--- config.mk ---
export PLATFORM = sky130hd
export DESIGN_NAME = aes_shared_io_ctrl
export DESIGN_NICKNAME = d
export VERILOG_FILES = /design/src/rtl/aes_shared_io_ctrl.sv
export SDC_FILE = /design/constraint.sdc
export NUM_CORES = 2
export LEC_CHECK = 0
export CORE_AREA = 2 2 321 323
export DETAILED_ROUTE_END_ITERATION = 12
export DIE_AREA = 0 0 323 325
export HOLD_SLACK_MARGIN = 0.15
export SYNTH_ARGS = -nofsm -noshare
export SYNTH_HDL_FRONTEND = slang
export SYNTH_SLANG_ARGS = --single-unit
export TNS_END_PERCENT = 10
--- constraint.sdc ---
create_clock -name clk -period 5.7 [get_ports clk]
set_clock_uncertainty 0.2 [all_clocks]
set_input_delay 1.14 -clock clk [delete_from_list [all_inputs] [get_ports clk]]
set_output_delay 1.14 -clock clk [all_outputs]
set_load 0.02 [all_outputs]
--- src/rtl/aes_shared_io_ctrl.sv ---
// aes_shared_io_ctrl
//   I/O front-end for the masked round-based AES core. Plaintext and key
//   shares arrive as BUS_W-bit beats on a valid/ready bus and are shifted
//   into N_SHARES x 128-bit load registers. Share 0 comes first, and within
//   a share the most-significant segment comes first. Once both registers
//   are full the block pulses core_go for one cycle and waits for core_done,
//   guarded by a watchdog. It then captures core_out and streams it back out
//   MSB-first on a valid/ready bus, with out_last marking the final beat.
//
// Ports
//   clk          rising-edge clock
//   reset        asynchronous active-low reset
//   in_pt        plaintext share segment (BUS_W)
//   in_key       key share segment, beat-aligned with in_pt (BUS_W)
//   in_valid     input beat valid
//   in_ready     input beat accepted when in_valid && in_ready
//   core_go      one-cycle start pulse to the core
//   core_pt      loaded shared plaintext, share 0 in the MSBs
//   core_key     loaded shared key, same layout as core_pt
//   core_done    core completion, only honoured while waiting on the core
//   core_out     shared ciphertext, valid with core_done
//   out_data     output beat (BUS_W)
//   out_valid    output beat valid
//   out_ready    sink accepts the beat when out_valid && out_ready
//   out_last     high with the final output beat
//   busy         high in every state except idle
//   timeout_err  sticky watchdog error, cleared by the next accepted first beat
module aes_shared_io_ctrl #(
  parameter int unsigned BUS_W    = 16,
  parameter int unsigned N_SHARES = 2,
  parameter int unsigned TIMEOUT  = 1024
) (
  input  logic                      clk,
  input  logic                      reset,
  input  logic [BUS_W-1:0]          in_pt,
  input  logic [BUS_W-1:0]          in_key,
  input  logic                      in_valid,
  output logic                      in_ready,
  output logic                      core_go,
  output logic [N_SHARES*128-1:0]   core_pt,
  output logic [N_SHARES*128-1:0]   core_key,
  input  logic                      core_done,
  input  logic [N_SHARES*128-1:0]   core_out,
  output logic [BUS_W-1:0]          out_data,
  output logic                      out_valid,
  input  logic                      out_ready,
  output logic                      out_last,
  output logic                      busy,
  output logic                      timeout_err
);

  localparam int unsigned BLK_W = N_SHARES * 128;
  localparam int unsigned BEATS = BLK_W / BUS_W;
  localparam int unsigned CNT_W = (BEATS > 1) ? $clog2(BEATS) : 1;
  localparam int unsigned WD_W  = $clog2(TIMEOUT);

  localparam logic [CNT_W-1:0] LAST_BEAT = CNT_W'(BEATS - 1);
  localparam logic [WD_W-1:0]  WD_LAST   = WD_W'(TIMEOUT - 1);

  typedef enum logic [2:0] {
    S_IDLE,
    S_LOAD,
    S_START,
    S_BUSY,
    S_UNLOAD
  } state_e;

  state_e             state_q, state_d;
  logic [CNT_W-1:0]   cnt_q,   cnt_d;
  logic [WD_W-1:0]    wd_q,    wd_d;
  logic [BLK_W-1:0]   pt_q,    pt_d;
  logic [BLK_W-1:0]   key_q,   key_d;
  logic [BLK_W-1:0]   out_q,   out_d;
  logic               err_q,   err_d;

  always_ff @(posedge clk or negedge reset) begin
    if (!reset) begin
      state_q <= S_IDLE;
      cnt_q   <= '0;
      wd_q    <= '0;
      pt_q    <= '0;
      key_q   <= '0;
      out_q   <= '0;
      err_q   <= 1'b0;
    end else begin
      state_q <= state_d;
      cnt_q   <= cnt_d;
      wd_q    <= wd_d;
      pt_q    <= pt_d;
      key_q   <= key_d;
      out_q   <= out_d;
      err_q   <= err_d;
    end
  end

  always_comb begin
    state_d = state_q;
    cnt_d   = cnt_q;
    wd_d    = wd_q;
    pt_d    = pt_q;
    key_d   = key_q;
    out_d   = out_q;
    err_d   = err_q;

    unique case (state_q)
      S_IDLE: begin
        if (in_valid) begin
          pt_d    = {pt_q[BLK_W-BUS_W-1:0], in_pt};
          key_d   = {key_q[BLK_W-BUS_W-1:0], in_key};
          cnt_d   = CNT_W'(1);
          err_d   = 1'b0;
          state_d = (BEATS == 1) ? S_START : S_LOAD;
        end
      end

      S_LOAD: begin
        if (in_valid) begin
          pt_d  = {pt_q[BLK_W-BUS_W-1:0], in_pt};
          key_d = {key_q[BLK_W-BUS_W-1:0], in_key};
          if (cnt_q == LAST_BEAT) begin
            cnt_d   = '0;
            state_d = S_START;
          end else begin
            cnt_d = cnt_q + CNT_W'(1);
          end
        end
      end

      S_START: begin
        wd_d    = '0;
        state_d = S_BUSY;
      end

      S_BUSY: begin
        // A done arriving on the watchdog's final cycle takes priority.
        if (core_done) begin
          out_d   = core_out;
          cnt_d   = '0;
          state_d = S_UNLOAD;
        end else if (wd_q == WD_LAST) begin
          err_d   = 1'b1;
          state_d = S_IDLE;
        end else begin
          wd_d = wd_q + WD_W'(1);
        end
      end

      S_UNLOAD: begin
        if (out_ready) begin
          out_d = {out_q[BLK_W-BUS_W-1:0], {BUS_W{1'b0}}};
          if (cnt_q == LAST_BEAT) begin
            cnt_d   = '0;
            state_d = S_IDLE;
          end else begin
            cnt_d = cnt_q + CNT_W'(1);
          end
        end
      end

      default: state_d = S_IDLE;
    endcase
  end

  // Handshake outputs depend on state only; in_ready is additionally held
  // low while reset is asserted so every output reads zero during reset.
  assign in_ready    = reset && ((state_q == S_IDLE) || (state_q == S_LOAD));
  assign core_go     = (state_q == S_START);
  assign out_valid   = (state_q == S_UNLOAD);
  assign out_last    = (state_q == S_UNLOAD) && (cnt_q == LAST_BEAT);
  assign busy        = (state_q != S_IDLE);
  assign out_data    = out_q[BLK_W-1 -: BUS_W];
  assign core_pt     = pt_q;
  assign core_key    = key_q;
  assign timeout_err = err_q;

endmodule

==> results.toml <==
[routing]
num_vias = 25277
wl_per_cell_um = 19.8
firstDrtPassIters = 6
wirelength_mm = 110
drc = 0
ant_nets = 0
dr.first_iter.drc_count = 1825
vias_per_cell = 4.54

[global_route]
grt_pass1_wl_mm = 164
grt_pass1_vias = 25224
grt_remaining_overflow = 0
grt_max_degree = 166
grt_util_all_layers_pct = 20.7
grt_antenna_before_repair = 34

[timing]
rsz0062_at_grt = "no"
finalHoldViolCount = 0
maxSlewHeadroom_pct = 35.0
worst_slack_ns = 1.50
finalMaxSlewViolations = 0
finalCritPeriodShare_pct = 73.6
layout_min_cycle_time_ns = 4.20
fmax_mhz = 238
tightest_slew_ns = 0.975
setup_tns_ns = 0
finalSetupViolCount = 0

[logic_synthesis]
synthArstFlopShare_pct = 100
synth_seq_cells = 786
synth_edf_count = 0
synth_cells = 3366
syn-num-nets = 3661
yosysUniqueCellTypes = 52
synth_area_mm2 = 0.0320
ys.flop_type = "dfrtp_1"
syn_avg_cell_area_um2 = 9.51
ys_seq_area_share_pct = 61.4
synth_warnings = 0

[clock_network]
hold_buffers = 1
cts_sinks = 786
clk_pin_slew_ns = 0.06
cts_made_buffers = 91
cts_max_level = 3
post_cts_buffers = 0
cts_resized = 0
cts_root_buf = "clkbuf_16"
cts_buffer_depth = 3
clock_latency_ns = 0.66
cts_tree = "yes"

[pwr]
p_leak_nw = 21.1
fin_total_pwr_mw = 25.7
ir_worst_vdd_mv = 0.408
p_per_area_mw_per_mm2 = 579

[worst_setup_path]
cp_data_arrival_time_ns = 2.86
r2r_slack_ns = 2.33
reg2reg_from = "state_q[0]$_DFFE_PN0P_"
start_kind = "input port"
cp.required_ns = 4.36
path_class = "input port to output pin"
reg2reg_to = "out_q[110]$_DFFE_PN0P_"
cp-end-kind = "output pin"
rr_worst_depth = 5
path_max_fanout = 33

[placement]
finalWeightedCongestion = 0.919
placed_cell_area_mm2 = 0.0412
place_inst = 5380
dp_hpwl_mm = 79.9
pre_cts_ws_ns = 1.74
numPortBuffers = 826

[floorplan]
die_width_um = 323
die_area_mm2 = 0.105
rows = 117
die_h_um = 325
core_area_mm2 = 0.101
io_pins = 827
start_util_pct = 31.6

[min_path]
holdPathStages = 2
min_from = "core_pt[101]$_DFFE_PN0P_"
hold_path_end = "core_pt[117]$_DFFE_PN0P_"
hold_path.class = "flop to flop"

[layout]
drive_gt1_share_pct = 4.93
nets = 4401
layout_commonest_cell = "nand2_1"
area_growth_pct = 38.4
final_area_mm2 = 0.0443
n_fill_cell = 9882
most-common-layout-cells = "nand2_1 (1786), clkdlybuf4s50_1 (825), dfrtp_1 (786)"
final_cells = 5570

[run]
drv_cap = 0

[run_status]
status = "complete, no violations"
worst max-delay path, stage by stage:
cell,delay (ns)
dlygate4sd3_1,0.57
buf_8,0.28
and2_1,0.19
clkdlybuf4s50_1,0.64
logic make-up after synthesis:
kind of cell	Yosys count	synth area share [%]
compound gates	288	5.00
xor+xnor	1	0.0274
fa+ha+maj	2	0.0781
buf+inv	221	4.02
flops	786	61.4
mux	241	7.54
simple gates	1827	21.9
power breakdown:
part,internal (mW),switching (mW)
clock network,3.57,2.41
registers,7.93,2.01
logic,4.07,5.67
flip-flops by register name, indices dropped and copies added, names as in the netlist:
register	count
core_pt	256
wd_q	10
out_q	256
cnt_q	4
state_q	3
timeout_err	1
core_key	256
area by class of cell:
class	instances	area (um^2)	area share [%]
Sequential cell	786	19700	44.4
Multi-Input combinational cell	2359	11100	25.0
Timing Repair Buffer	864	8710	19.7
Clock buffer	133	2750	6.20
Tap cell	1368	1710	3.86
Clock inverter	32	339	0.765
Antenna cell	24	60.1	0.135
Inverter	4	15.0	0.0339
how the worst max path moves through the flow:
stage,from,endpoint,depth (start not counted)
floorplan,state_q[2]$_DFFE_PN0P_,out_last,6
global placement,core_done,out_q[209]$_DFFE_PN0P_,6
detailed placement,core_done,out_q[18]$_DFFE_PN0P_,6
CTS,reset,in_ready,4
global route,reset,in_ready,4
finish,reset,in_ready,4
Yosys cell counts (2+ instances only):
| cell type | instances | area share [%] |
|---|---|---|
| o22a_1 | 2 | 0.055 |
| clkbuf_2 | 19 | 0.30 |
| nand2_1 | 1787 | 21 |
| buf_4 | 44 | 1.0 |
| clkbuf_1 | 43 | 0.50 |
| a21o_1 | 2 | 0.047 |
| and3_2 | 2 | 0.047 |
| and3_1 | 4 | 0.078 |
| buf_2 | 90 | 1.4 |
| o311ai_0 | 2 | 0.055 |
| nor2b_1 | 2 | 0.039 |
| and2_1 | 3 | 0.059 |
| inv_1 | 3 | 0.035 |
| dfrtp_1 | 786 | 61 |
| o21ai_1 | 91 | 1.4 |
| nor2_1 | 5 | 0.059 |
| a22o_1 | 16 | 0.44 |
| ha_1 | 2 | 0.078 |
| mux2i_1 | 240 | 7.5 |
| nand3_1 | 7 | 0.11 |
| nand4b_1 | 2 | 0.055 |
| nor3_1 | 2 | 0.031 |
| a31o_2 | 2 | 0.055 |
| o41ai_1 | 5 | 0.14 |
| a32o_1 | 3 | 0.094 |
| buf_6 | 21 | 0.74 |
| o21ai_0 | 151 | 2.4 |
| a21oi_1 | 5 | 0.078 |
| o31ai_1 | 2 | 0.047 |
per-stage QoR:
step / utilization [%] / hold WS (ns)
floorplan: - / 0.249
global placement: 40.6 / 0.257
detailed placement: 40.6 / 0.262
CTS: 43.7 / 0.275
global route: 43.8 / 0.297
finish: 43.8 / 0.265
layer usage:
layer / track usage [%] / wire length (um) / vias to the layer above
met3: 7.05 / 8490 / 187
met1: 25.0 / 44400 / 12195
met5: 0 / 88 / -
li1: - / - / 12194
met2: 33.3 / 52800 / 687
met4: 9.17 / 4530 / 14
No activity file was read; power rests on OpenSTA's default activity.
